**src/rtl/icache_dm.sv**
```systemverilog
// Direct-mapped, read-only instruction cache with 4-word lines.
// Hits return in one cycle. A miss refills the line word by word from a variable-latency memory.
module icache_dm #(
    parameter int unsigned LINES = 16
) (
    input  logic        clk,
    input  logic        rst,
    input  logic        cpu_req,
    input  logic [31:0] cpu_addr,
    input  logic        flush,
    output logic [31:0] cpu_rdata,
    output logic        cpu_valid,
    output logic        cpu_stall,
    output logic        mem_en,
    output logic [31:0] mem_addr,
    input  logic [31:0] mem_rdata,
    input  logic        mem_done
);

    localparam int unsigned IW = $clog2(LINES);
    localparam int unsigned TW = 28 - IW;

    typedef enum logic [1:0] {StIdle, StFill, StResp} state_e;

    state_e            state_q, state_d;
    logic [LINES-1:0]  valid_q;
    logic [TW-1:0]     tag_q  [LINES];
    logic [31:0]       data_q [LINES*4];
    logic [29:0]       addr_q;
    logic [1:0]        k_q;
    logic              issue_q;
    logic              flush_pend_q;
    logic              cpu_valid_q;
    logic [31:0]       cpu_rdata_q;

    logic [IW-1:0]     req_idx;
    logic [TW-1:0]     req_tag;
    logic [1:0]        req_word;
    logic [IW-1:0]     miss_idx;
    logic [TW-1:0]     miss_tag;
    logic [1:0]        miss_word;
    logic              hit;
    logic              take_done;
    logic [1:0]        k_sel;
    logic              unused_byte_bits;

    assign req_idx   = cpu_addr[4 +: IW];
    assign req_tag   = cpu_addr[31 -: TW];
    assign req_word  = cpu_addr[3:2];
    assign miss_idx  = addr_q[2 +: IW];
    assign miss_tag  = addr_q[29 -: TW];
    assign miss_word = addr_q[1:0];
    assign unused_byte_bits = ^cpu_addr[1:0];

    assign hit = valid_q[req_idx] && (tag_q[req_idx] == req_tag);

    // The cycle that issues word 0 cannot also carry its completion.
    assign take_done = (state_q == StFill) && !issue_q && mem_done;

    always_comb begin
        state_d = state_q;
        case (state_q)
            StIdle: if (cpu_req && (flush || !hit)) state_d = StFill;
            StFill: if (take_done && (k_q == 2'd3)) state_d = StResp;
            StResp: state_d = StIdle;
            default: state_d = StIdle;
        endcase
    end

    // Next word's read is issued in the same cycle the previous one completes.
    always_comb begin
        k_sel    = take_done ? k_q + 2'd1 : k_q;
        mem_en   = issue_q || (take_done && (k_q != 2'd3));
        mem_addr = (state_q == StFill) ? {addr_q[29:2], k_sel, 2'b00} : 32'h0;
    end

    assign cpu_valid = cpu_valid_q;
    assign cpu_rdata = cpu_rdata_q;
    assign cpu_stall = (state_q != StIdle);

    always_ff @(posedge clk) begin
        if (rst) begin
            state_q      <= StIdle;
            valid_q      <= '0;
            addr_q       <= '0;
            k_q          <= '0;
            issue_q      <= 1'b0;
            flush_pend_q <= 1'b0;
            cpu_valid_q  <= 1'b0;
            cpu_rdata_q  <= '0;
        end else begin
            state_q     <= state_d;
            issue_q     <= 1'b0;
            cpu_valid_q <= 1'b0;
            case (state_q)
                StIdle: begin
                    if (flush) valid_q <= '0;
                    if (cpu_req) begin
                        if (hit && !flush) begin
                            cpu_valid_q <= 1'b1;
                            cpu_rdata_q <= data_q[{req_idx, req_word}];
                        end else begin
                            addr_q  <= cpu_addr[31:2];
                            k_q     <= '0;
                            issue_q <= 1'b1;
                        end
                    end
                end
                StFill: begin
                    if (flush) flush_pend_q <= 1'b1;
                    if (take_done) begin
                        k_q <= k_q + 2'd1;
                        if (k_q == 2'd3) begin
                            valid_q[miss_idx] <= 1'b1;
                            cpu_valid_q       <= 1'b1;
                            cpu_rdata_q       <= (miss_word == 2'd3) ? mem_rdata
                                                 : data_q[{miss_idx, miss_word}];
                        end
                    end
                end
                StResp: begin
                    // A flush seen during the miss leaves the fresh line invalid too.
                    if (flush || flush_pend_q) valid_q <= '0;
                    flush_pend_q <= 1'b0;
                end
                default: ;
            endcase
        end
    end

    always_ff @(posedge clk) begin
        if (!rst && take_done) begin
            data_q[{miss_idx, k_q}] <= mem_rdata;
            if (k_q == 2'd3) tag_q[miss_idx] <= miss_tag;
        end
    end

endmodule

```
**config.mk**
```make
export PLATFORM = sky130hd
export DESIGN_NAME = icache_dm
export DESIGN_NICKNAME = d
export VERILOG_FILES = /design/src/rtl/icache_dm.sv
export SDC_FILE = /design/constraint.sdc
export NUM_CORES = 2
export LEC_CHECK = 0
export CAP_MARGIN = 20
export CELL_PAD_IN_SITES_DETAIL_PLACEMENT = 0
export CELL_PAD_IN_SITES_GLOBAL_PLACEMENT = 1
export CORE_MARGIN = 2
export CORE_UTILIZATION = 56
export CTS_CLUSTER_DIAMETER = 40
export CTS_CLUSTER_SIZE = 28
export DETAILED_ROUTE_END_ITERATION = 10
export PLACE_DENSITY = 0.89
export SETUP_SLACK_MARGIN = 0.15
export SLEW_MARGIN = 10
export SYNTH_ARGS = -nofsm -noshare
export SYNTH_HDL_FRONTEND = slang
export SYNTH_SLANG_ARGS = --single-unit
```
**constraint.sdc**
```tcl
create_clock -name clk -period 4.4 [get_ports clk]
set_input_delay 0.88 -clock clk [delete_from_list [all_inputs] [get_ports clk]]
set_output_delay 0.88 -clock clk [all_outputs]
set_load 0.02 [all_outputs]
```
==> flow_summary.toml <==
[outcome]
outcome = "finished clean"

[grt]
grt_pass1_wl_um = 516000
grt_usage_pct = 36.4
grt_max_degree = 66
overflow = 0
antenna_found_initial = 14
grt_pass1_vias = 68200

[floorplan]
rows = 164
die_w_um = 453
io_pins = 136
die_h_um = 453
dieArea_sq_um = 206000
coreArea_sq_um = 200000
initial_core_util_pct = 56.5

[logic_synthesis]
synth-main-ff-cell = "edfxtp_1"
yosysTopAreaCell = "edfxtp_1"
ys_ff_latch = 2523
async_reset_ff_share_pct = 0
yosys-top-cells-count = "2,432 x edfxtp_1, 1,342 x mux4_2, 211 x clkbuf_1"
synth_enable_flop_cells = 2432
yosysUniqueCellTypes = 65
yosysTopAreaCellShare_pct = 64.6
netlist_area_sq_um = 113000
postSynthCellCount = 5253
ys_warn_count = 0
yosys.cell_count.top_type = "edfxtp_1"
ys_seq_area_share_pct = 66.2
syn_area_per_cell_sq_um = 21.5
yosys-top-cells-area = "edfxtp_1 65%, mux4_2 27%, dfxtp_1 1.6%"

[worst_setup_path]
cp-end-kind = "output pin"
worst_setup_path_start_kind = "flip-flop"
crit_type = "reg -> out"
r2r-end = "cpu_rdata[21]"
crit_start = "state_q[0]"
cp-endpoint = "mem_addr[2]"
r2r_cells = 8
cp.required_ps = 3520
r2r_slack_ps = 630
path_max_fanout = 10
worstPathArrival_ps = 3100

[clocking]
cts_root_buf = "clkbuf_16"
htreeDepth = 5
clkLatencyLatePin_ps = 1000
clk_pin_slew_ps = 70
cts_tree = "built"
cts_sinks = 2523
clockBufferDepth = 4
cts_buffers = 329
ctsHoldBuffers = 0

[sta]
clock_skew_ps = 86.2
timing.final.max_slew_violations = 0
relSlewSlack_pct = 20.5
timing.fmax_mhz = 252
fin_crit_ps = 3980
hold_viol_final = 0
tns_ps = 0
worst_pin_slew_ps = 1190
rsz0062_at_grt = "no"
whs_ps = 260
layout_setup_ws_ps = 425
fin_crit_sh_pct = 90.3
setup-violations-final = 0

[layout]
final_area_sq_um = 132000
stdcell_count = 8578
nets = 5723
final.fill_count = 11800
area_delta_synth_final_pct = 16.8
layout-drive-gt1-share_pct = 40.7

[placement]
dp_hpwl_um = 193000
numPortBuffers = 131
gp_congestion = 0.849
placed_cell_area_sq_um = 121000
dp.cells = 7972
place_ws_ps = 185

[drt]
wl_per_cell_um = 43.0
finalWirelength_um = 369000
vias_per_cell = 7.68
route.vias.total = 65800
postRouteAntennaNets = 0
route.detailed.drc = 0
drt_iter0_markers = 10700
dr.pass1.iters = 8

[pwr]
power_density_nw_per_um2 = 441
p_leak_uw = 0.0413
peakVddDrop_uv = 490

[run]
max-cap-violations = 0

[worst_hold_path]
hold_path_class = "in -> reg"
==> registers in the layout, indices dropped and copies added, names as in the netlist, named ones only <==
| signal | cells |
|---|---|
| data_q | 2048 |
| issue_q | 1 |
| state_q | 2 |
| tag_q | 384 |
| addr_q | 30 |
| k_q | 2 |
| valid_q | 16 |
| cpu_valid | 1 |
| flush_pend_q | 1 |
| cpu_rdata | 32 |
==> layout by cell type, fill, tap and decap left out, types with 7 or more instances in the layout <==
cell type,instances
nor2_1,96
o22ai_1,12
mux2i_1,171
buf_12,145
xor2_1,7
buf_4,193
clkinv_2,30
a211oi_1,18
a32oi_1,14
diode_2,12
bufinv_16,32
o221ai_1,9
inv_6,46
clkinv_4,33
xnor2_1,19
mux4_2,1342
dfxtp_1,85
buf_2,33
clkinv_8,15
clkbuf_1,22
clkinvlp_4,22
a22oi_1,66
inv_8,25
o211ai_1,26
mux2_2,34
clkbuf_16,338
clkinv_1,17
clkdlybuf4s50_1,92
nand3_1,14
nand2b_1,10
a221oi_1,11
and2_1,37
edfxtp_1,2432
o21ai_0,10
nor2_4,82
nand2_1,197
nor2b_1,25
a21oi_1,51
==> timing repair <==
item / 4_1_cts / 5_1_grt
gates resized for setup: 0 / 0
setup buffers: 1 / 0
setup endpoints to repair: 2 / 0
==> power by group <==
part           internal, uW  switching [uW]  leakage, uW
combinational          1910            2300       0.0133
sequential            26400             151       0.0226
clock                 16400           11200      0.00545
total                 44700           13700       0.0413
==> layer usage <==
layer / track usage (%) / wire length (um) / vias to the layer above
met5: 0.700 / 229 / -
met4: 26.8 / 33100 / 10
met3: 12.5 / 54300 / 1777
met2: 55.3 / 171000 / 6535
met1: 43.4 / 110000 / 33700
li1: - / - / 23800
==> how the worst min path moves through the flow <==
stage                      from     endpoint  slack (ps)  depth (start not counted)
finish                      rst      issue_q         260                          2
CTS                         rst      issue_q         220                          2
global route                rst      issue_q         230                          2
floorplan           valid_q[10]  valid_q[10]         430                          2
global placement    valid_q[14]  valid_q[14]         440                          2
detailed placement   valid_q[2]   valid_q[2]         450                          2
==> worst max-delay path, cell delays in order (launching register included) <==
cell and delay, ps:
dfxtp_1 450, nand2b_1 530, nor2_1 470, clkdlybuf4s50_1 680
==> layout make-up <==
cell class / instances / area [sq um] / area share, %
multi-input combinational: 2323 / 37200 / 28.1
timing repair buffer: 469 / 5520 / 4.18
antenna: 12 / 30.0 / 0.0227
sequential: 2523 / 74900 / 56.6
clock inverter: 222 / 2590 / 1.96
tap: 2656 / 3320 / 2.51
clock buffer: 366 / 8620 / 6.52
inverter: 7 / 36.3 / 0.0275
==> logic make-up (layout without fill, tap and decap cells) <==
kind of cell,Yosys count,after routing,share of synthesized area (%)
XOR/XNOR,26,26,0.201
other,1,14,0.00331
multiplexers,1547,1547,28.6
buffers and inverters,408,1064,1.56
adder cells (fa/ha/maj),1,1,0.0111
flip-flops,2523,2523,66.2
AND/OR/NAND/NOR,493,493,1.90
AO/OA/AOI/OAI,254,254,1.60
==> through the flow <==
| stage | total power, uW | util [%] |
|---|---|---|
| after global routing | 59500 | 66.0 |
| after CTS | 58300 | 65.9 |
| after detailed placement | 31100 | 60.3 |
| after global placement | 31000 | 60.3 |
| after floorplan | 29600 | - |
| final | 58300 | 66.0 |
Note: power is estimated with default switching activity, not from simulation.
